==> src/rtl/cpu_pkg.sv <==
// Shared core definitions: fetch sequencing states, decode counter width, reset PC.
package cpu_pkg;

  localparam int unsigned CNT_W = 5;
  localparam logic [31:0] RESET_PC_DEF = 32'h0000_0000;

  typedef enum logic [2:0] {
    S_IDLE,
    S_FETCH,
    S_LOAD,
    S_ISSUE,
    S_EXEC,
    S_HALT
  } fetch_state_t;

endpackage

==> src/rtl/exec_timer.sv <==
// Execute-cycle down-counter: loaded at issue, counts EXEC cycles, flags the final one.
module exec_timer
  import cpu_pkg::*;
(
  input  logic             clk,
  input  logic             rst,
  input  logic             i_load,
  input  logic [CNT_W-1:0] i_load_val,
  input  logic             i_dec,
  output logic             o_last_c
);

  logic [CNT_W-1:0] r_remain;

  // Saturates at zero so a stray decrement can never wrap into a long stall.
  always_ff @(posedge clk or posedge rst) begin
    if (rst) begin
      r_remain <= '0;
    end else if (i_load) begin
      r_remain <= i_load_val;
    end else if (i_dec && (r_remain != '0)) begin
      r_remain <= r_remain - CNT_W'(1);
    end
  end

  assign o_last_c = (r_remain == CNT_W'(1));

endmodule

==> src/rtl/fetch_unit.sv <==
// Instruction fetch/sequencing stage: owns the PC, reads the instruction BRAM,
// issues pc/inst to decode and paces the next fetch by decode's execute count.
module fetch_unit
  import cpu_pkg::*;
#(
  parameter int unsigned INST_SIZE = 10,
  parameter logic [31:0] RESET_PC  = RESET_PC_DEF
) (
  input  logic                 clk,
  input  logic                 rst,
  input  logic                 start,
  output logic [INST_SIZE-1:0] imem_addr,
  input  logic [31:0]          imem_rdata,
  input  logic [31:0]          npc,
  input  logic [CNT_W-1:0]     counter,
  input  logic                 stop,
  output logic [31:0]          pc,
  output logic [31:0]          inst,
  output logic                 inst_valid,
  output logic                 halted,
  output logic [31:0]          retired
);

  fetch_state_t r_state, w_state_n;

  logic [31:0]          r_pc, w_pc_n;
  logic [31:0]          r_pc_next, w_pc_next_n;
  logic [31:0]          r_inst, w_inst_n;
  logic [31:0]          r_retired, w_retired_n;
  logic [INST_SIZE-1:0] r_addr, w_addr_n;
  logic                 r_valid, w_valid_n;
  logic                 r_halted, w_halted_n;
  logic                 w_tmr_load, w_tmr_dec, w_tmr_last;

  exec_timer u_exec_timer (
    .clk        (clk),
    .rst        (rst),
    .i_load     (w_tmr_load),
    .i_load_val (counter),
    .i_dec      (w_tmr_dec),
    .o_last_c   (w_tmr_last)
  );

  always_ff @(posedge clk or posedge rst) begin
    if (rst) begin
      r_state   <= S_IDLE;
      r_pc      <= RESET_PC;
      r_pc_next <= RESET_PC;
      r_inst    <= '0;
      r_retired <= '0;
      r_addr    <= RESET_PC[INST_SIZE+1:2];
      r_valid   <= 1'b0;
      r_halted  <= 1'b0;
    end else begin
      r_state   <= w_state_n;
      r_pc      <= w_pc_n;
      r_pc_next <= w_pc_next_n;
      r_inst    <= w_inst_n;
      r_retired <= w_retired_n;
      r_addr    <= w_addr_n;
      r_valid   <= w_valid_n;
      r_halted  <= w_halted_n;
    end
  end

  // The BRAM address is updated on entry to FETCH so the word is readable during LOAD.
  always_comb begin
    w_state_n   = r_state;
    w_pc_n      = r_pc;
    w_pc_next_n = r_pc_next;
    w_inst_n    = r_inst;
    w_retired_n = r_retired;
    w_addr_n    = r_addr;
    w_valid_n   = 1'b0;
    w_halted_n  = r_halted;
    w_tmr_load  = 1'b0;
    w_tmr_dec   = 1'b0;

    case (r_state)
      S_IDLE: begin
        if (start) begin
          w_addr_n  = r_pc[INST_SIZE+1:2];
          w_state_n = S_FETCH;
        end
      end
      S_FETCH: begin
        w_state_n = S_LOAD;
      end
      S_LOAD: begin
        w_inst_n  = imem_rdata;
        w_valid_n = 1'b1;
        w_state_n = S_ISSUE;
      end
      S_ISSUE: begin
        if (stop) begin
          w_halted_n = 1'b1;
          w_state_n  = S_HALT;
        end else begin
          w_retired_n = r_retired + 32'd1;
          w_pc_next_n = npc;
          w_tmr_load  = 1'b1;
          if (counter == '0) begin
            w_pc_n    = npc;
            w_addr_n  = npc[INST_SIZE+1:2];
            w_state_n = S_FETCH;
          end else begin
            w_state_n = S_EXEC;
          end
        end
      end
      S_EXEC: begin
        w_tmr_dec = 1'b1;
        if (w_tmr_last) begin
          w_pc_n    = r_pc_next;
          w_addr_n  = r_pc_next[INST_SIZE+1:2];
          w_state_n = S_FETCH;
        end
      end
      S_HALT: begin
        w_state_n = S_HALT;
      end
      default: begin
        w_state_n = S_IDLE;
      end
    endcase
  end

  assign imem_addr  = r_addr;
  assign pc         = r_pc;
  assign inst       = r_inst;
  assign inst_valid = r_valid;
  assign halted     = r_halted;
  assign retired    = r_retired;

endmodule
==> config.mk <==
export PLATFORM = sky130hd
export DESIGN_NAME = fetch_unit
export DESIGN_NICKNAME = d
export VERILOG_FILES = /design/src/rtl/cpu_pkg.sv /design/src/rtl/exec_timer.sv /design/src/rtl/fetch_unit.sv
export SDC_FILE = /design/constraint.sdc
export NUM_CORES = 1
export LEC_CHECK = 0
export ABC_AREA = 1
export BUFFER_PORTS_ARGS = -buffer_cell sky130_fd_sc_hd__buf_2
export CORE_UTILIZATION = 49
export CTS_BUF_LIST = sky130_fd_sc_hd__clkbuf_2
export CTS_CLUSTER_DIAMETER = 100
export DETAILED_ROUTE_END_ITERATION = 6
export GPL_ROUTABILITY_DRIVEN = 0
export PLACE_DENSITY = 0.77
export SYNTH_ARGS = -nofsm -noshare
export SYNTH_HDL_FRONTEND = slang
export SYNTH_HIERARCHICAL = 1
export SYNTH_SLANG_ARGS = --single-unit
==> constraint.sdc <==
create_clock -name clk -period 4.76 [get_ports clk]
set_input_delay 0.952 -clock clk [delete_from_list [all_inputs] [get_ports clk]]
set_output_delay 0.952 -clock clk [all_outputs]
set_load 0.01 [all_outputs]
-- Word-level counts from Yosys, hierarchy flattened
Cells that the tools add are included.
- flip-flop bits (word level): 148
- input port bits: 73
- output and inout bits: 108
- logic and storage cells: 54
- add/sub/neg operators: 2
- equality and inequality tests: 10
- muxes and demuxes: 20
- bitwise logic cells: 1
- reduce and logical (&&, ||, !) cells: 12
- operators with widths (operator ; number):
    32-bit two-way mux ; 3
    32-bit case mux with 2 select lines ; 1
    10-bit two-way mux ; 4
    32-bit by 1-bit adder with 32-bit output (second input constant) ; 1
    10-bit case mux with 3 select lines ; 1
    3-bit case mux with 6 select lines ; 1
    3-bit two-way mux ; 4
    5-bit two-way mux ; 2
    3-bit by 2-bit equality test with 1-bit output (second input constant) ; 2
    3-bit equality test (second input constant) ; 2
    2-bit inequality test (second input constant) ; 3
    2-bit AND reduction ; 3
    5-bit by 1-bit equality test with 1-bit output (second input constant) ; 1
    5-bit logical NOT ; 1
    5-bit AND reduction ; 1
    5-bit nonzero test ; 1
    5-bit by 1-bit subtractor with 5-bit output (second input constant) ; 1
    1-bit two-way mux ; 4
    4-bit AND reduction ; 1
    2-bit nonzero test ; 2
    3-bit by 1-bit equality test with 1-bit output (second input constant) ; 1
    3-bit logical NOT ; 1
    3-bit nonzero test ; 1
    2-bit by 1-bit inequality test with 1-bit output (second input constant) ; 1
    other kinds (2) ; 2

-- Longest topological paths before layout
- depth after elaboration: 5
- mapped depth: 11
- depth with buffers taken out: 10

-- Hierarchy
The synthesis kept the hierarchy.
- modules (own cells, without submodules) (module ; instances ; cells an instance ; area each (µm²) ; sequential area each (µm²)):
    fetch_unit ; 1 ; 796 ; 6517.5 ; 3578.4
    exec_timer ; 1 ; 46 ; 336.6 ; 125.1

-- Worst setup path before layout
No wires, ideal clock.
- kind: input port to flip-flop
- start: input stop
- end: register u_exec_timer.r_remain[3]
- library setup time: 0.117 ns
- arrival: 2.021 ns
- data required time: 4.643 ns
- setup slack: 2.622 ns
- stages: 6
- path buffers: 1
- cell sequence: nor3_4 > clkbuf_1 > inv_2 > or2_0 > nand3_1 > nand2_1
- longest elaborated chain between the ends: 3
- elaborated cells between the ends (all ways): 4
- those cells by class: 3 x mux; 1 x reduce/logical
- RTL lines (item ; RTL line ; text):
    from (decl) ; fetch_unit.sv:16 ; input logic stop,
    1-bit two-way mux * ; fetch_unit.sv:95 ; if (stop) begin
    1-bit two-way mux * ; fetch_unit.sv:79 ; case (r_state)
    named net w_tmr_load ; fetch_unit.sv:33 ; logic w_tmr_load, w_tmr_dec, w_tmr_last;
    5-bit two-way mux / 2-bit nonzero test (equally long branches) ; n/a ;
    to (signal assigned) ; exec_timer.sv:20 ; r_remain <= i_load_val;
    to (signal assigned) ; exec_timer.sv:22 ; r_remain <= r_remain - CNT_W'(1);
    to (decl) ; exec_timer.sv:13 ; logic [CNT_W-1:0] r_remain;
Mark *: on every way through the listed nets, which the timed path passes. The rest lies on a longest branch.
A chain may end at the register's enable or synchronous reset.

-- Worst setup path in the final report
- start: register r_state[2]
- end: register r_pc[23] (netlist: pc[23])
- longest elaborated chain between the ends: 3
- elaborated cells between the ends (all ways): 8
- those cells by class: 5 x eq/ne; 1 x mux; 2 x reduce/logical
- RTL lines (item ; RTL line ; text):
    from (decl) ; fetch_unit.sv:24 ; fetch_state_t r_state, w_state_n;
    from (signal assigned) ; fetch_unit.sv:55 ; r_state <= w_state_n;
    3-bit by 2-bit equality test with 1-bit output / 3-bit equality test (equally long branches) ; fetch_unit.sv:79 ;
    2-bit inequality test (no source line) (tied with other cells) ; n/a ;
    4-bit AND reduction (no source line) ; n/a ;
    to (signal assigned) ; fetch_unit.sv:56 ; r_pc <= w_pc_n;
    to (decl) ; fetch_unit.sv:26 ; logic [31:0] r_pc, w_pc_n;
Parallel ways exist; a longest one is shown, timed or not.

==> results_dict.tcl <==
set metrics [dict create \
    ys_warn_count 6 \
    synthToLayoutAreaGrowth_pct 18.4 \
    power.share.sequential_pct 46.1 \
    p_sw_mw 1.78 \
    p_sw_share_pct 40.8 \
    ioPinCount 181 \
    synth_nets 918 \
    p_clk_share_pct 15.5 \
    nNetsFinal 1092 \
    cp-end-kind "flip-flop" \
    met3_length_um 980 \
    arrival_ns 3.47 \
    mostFrequentLayoutCell "nand2_1" \
    cts_setup_buffers 0 \
    synth-async-reset-ratio_pct 100 \
    route.detailed.drc 0 \
    pre_cts_slack_ns 1.85 \
    initial_core_util_pct 50.9 \
    cp_cell_sequence "nand2_2 > or2_1 > nand2_1 > inv_1 > nand2_2 > o21ai_0" \
    syn_area_per_cell_um2 8.14 \
    yosysTopAreaCellShare_pct 54.0 \
    wl_per_cell_um 13.1 \
    hold_path.class "primary input to async pin" \
    coreArea_um2 13500 \
    crit_family "simple AND/OR/NAND/NOR gates" \
    status "completed" \
    htree_levels 4 \
    power_density_nw_per_um2 538 \
    overflow 0 \
    slew_violations 0 \
    totalWireLength_um 15800 \
    peakVddDrop_v 0.000329 \
    ctsResizeCount 0 \
    detailed_place_hpwl_um 11200 \
    crit_type "flip-flop to flip-flop" \
    antenna_found_initial 2 \
    synthAdderAreaFrac_pct 0.548 \
    wl_met2_um 7680 \
    numClockSinks 148 \
    vias 5994 \
    max_stage_delay_ns 0.72 \
    p_total_mw 4.36 \
    drive_gt1_share_pct 22.5 \
    path_clk_slew_ns 0.20 \
    crit_slowest_cell "nand2_2" \
    hold_buffers 0 \
    die_area_um2 14500 \
    fmax_ghz 0.343 \
    finalHoldViolations 0 \
    grt_pass1_wl_um 26700 \
    finalSetupViolCount 0 \
    p_leak_nw 4.59 \
    start_kind "flip-flop" \
    p_int_mw 2.58 \
    cts_buffers 17 \
    yosys.area_share.simple_pct 31.5 \
    synth_top_family_by_area "simple AND/OR/NAND/NOR gates" \
    synthFlopType "dfrtp_1" \
    m1WireLength_um 6930 \
    cap_violations 0 \
    viasPerCell 4.96 \
    cp.buffers_inverters 1 \
    period_share_pct 61.3 \
    final_cell_mix "nand2_1, buf_2, dfrtp_1, nand3_1, inv_1" \
    root_buffer "clkbuf_2" \
    grt_max_degree 88 \
    fill_cells 1258 \
    synth-compound-area-share_pct 3.78 \
    slew-limit-headroom_pct 25.8 \
    ant_nets 0 \
    cts_max_path_buffers 2 \
    tightest_slew_ns 1.11 \
    cts_tree "yes" \
    fin_ws_ns 1.84 \
    synth_xor_area_share_pct 2.04 \
    layout_min_cycle_time_ns 2.92 \
    num_rows 42 \
    cp_max_fo 54 \
    muxShareOfSynthArea_pct 3.21 \
    first_iter_violations 406 \
    firstDrtPassIters 6 \
    worst-endpoint-required_ns 5.31 \
    syn_inst 842 \
    synth_cell_types 31 \
    clk_latency_ns 0.69 \
    die_h_um 120 \
    synth_area_leaders "dfrtp_1, nand2_1, nand3_1" \
    rsz0062_at_grt "no" \
    skew_ns 0.0297 \
    path_common_cell "nand2_2" \
    die_w_um 120 \
    comb_power_share_pct 38.4 \
    grtUsageTotal_pct 23.3 \
    ys_seq_elements 148 \
    synth_top_cell_by_area "dfrtp_1" \
    syn_area_um2 6850 \
    grt_pass1_vias 5721 \
    yosysSeqAreaShare_pct 54.0 \
    synth_edf_count 0 \
    port_buffers 180 \
    setup_tns_ns 0 \
    highest_layer "met4" \
]
==> layout make-up <==
cell class,instances,area [µm²],share of cell area (%)
flip-flops and latches,148,3700,45.6
multi-input cells,612,2820,34.8
repair buffers,185,938,11.6
well taps,176,220,2.71
inverters,52,199,2.45
clock inverters,15,139,1.71
clock buffers,17,85.1,1.05
diodes,3,7.51,0.0925
==> synth_stat cells (8+ instances only) <==
master / instances
buf_2: 9
clkbuf_1: 14
dfrtp_1: 148
inv_1: 51
mux2i_1: 22
nand2_1: 387
nand3_1: 53
nand4_1: 12
nor2_1: 39
o21ai_0: 30
o21ai_1: 19
xnor2_1: 8
xor2_1: 8
==> per-layer routing <==
metal | vias up | global-route usage (%)
met3 | 18 | 6.23
met1 | 2805 | 30.1
met2 | 166 | 38.2
li1 | 3005 | -
met5 | - | 0
met4 | 0 | 7.25
==> registers in the layout, summed over array words and instances, names as in the netlist <==
register               count
r_state                    3
imem_addr                 10
pc                        32
r_pc_next                 32
retired                   32
halted                     1
inst_valid                 1
u_exec_timer/r_remain      5
inst                      32
==> stage by stage <==
step / hold WS (ns) / utilization, % / std cells / instance area, µm²
after global routing: 0.0626 / 60.3 / 1205 / 8110
after global placement: 0.449 / 58.6 / 1173 / 7880
after CTS: 0.0917 / 60.3 / 1205 / 8110
final: 0.154 / 60.3 / 1208 / 8110
after detailed placement: 0.454 / 58.6 / 1173 / 7880
after floorplan: 0.448 / - / 842 / 6860
==> cells by family (layout without fill, tap and decap cells) <==
family | count (synthesis) | in the layout
multiplexers | 22 | 22
other | 0 | 3
buffers and inverters | 82 | 269
AO/OA/AOI/OAI | 51 | 51
XOR/XNOR | 16 | 16
AND/OR/NAND/NOR | 520 | 520
flip-flops | 148 | 148
adder cells (fa/ha/maj) | 3 | 3
==> final timing paths <==
kind	from	endpoint	slack, ns	cells after the start
setup / recovery	r_state[2]$_DFFE_PP0P_	pc[23]$_DFFE_PP0P_	1.84	6
hold / removal	rst	u_exec_timer/r_remain[2]$_DFFE_PP0P_	0.15	2
setup reg to reg	r_state[2]$_DFFE_PP0P_	pc[23]$_DFFE_PP0P_	1.84	6
hold reg to reg	halted$_DFFE_PP0P_	halted$_DFFE_PP0P_	0.49	2
max in group asynchronous	rst	r_pc_next[11]$_DFFE_PP0P_	3.38	3
min in group clk	imem_rdata[21]	inst[21]$_DFFE_PP0P_	0.42	3
==> power groups by stage <==
| stage | registers, mW | logic, mW | clock network (mW) |
|---|---|---|---|
| floorplan | 2.12 | 1.00 | 0 |
| global placement | 2.03 | 1.64 | 0 |
| detailed placement | 2.03 | 1.70 | 0 |
| CTS | 2.01 | 1.69 | 0.699 |
| global route | 2.07 | 1.91 | 0.758 |
| finish | 2.01 | 1.67 | 0.678 |
(Power assumes the default switching activity.)
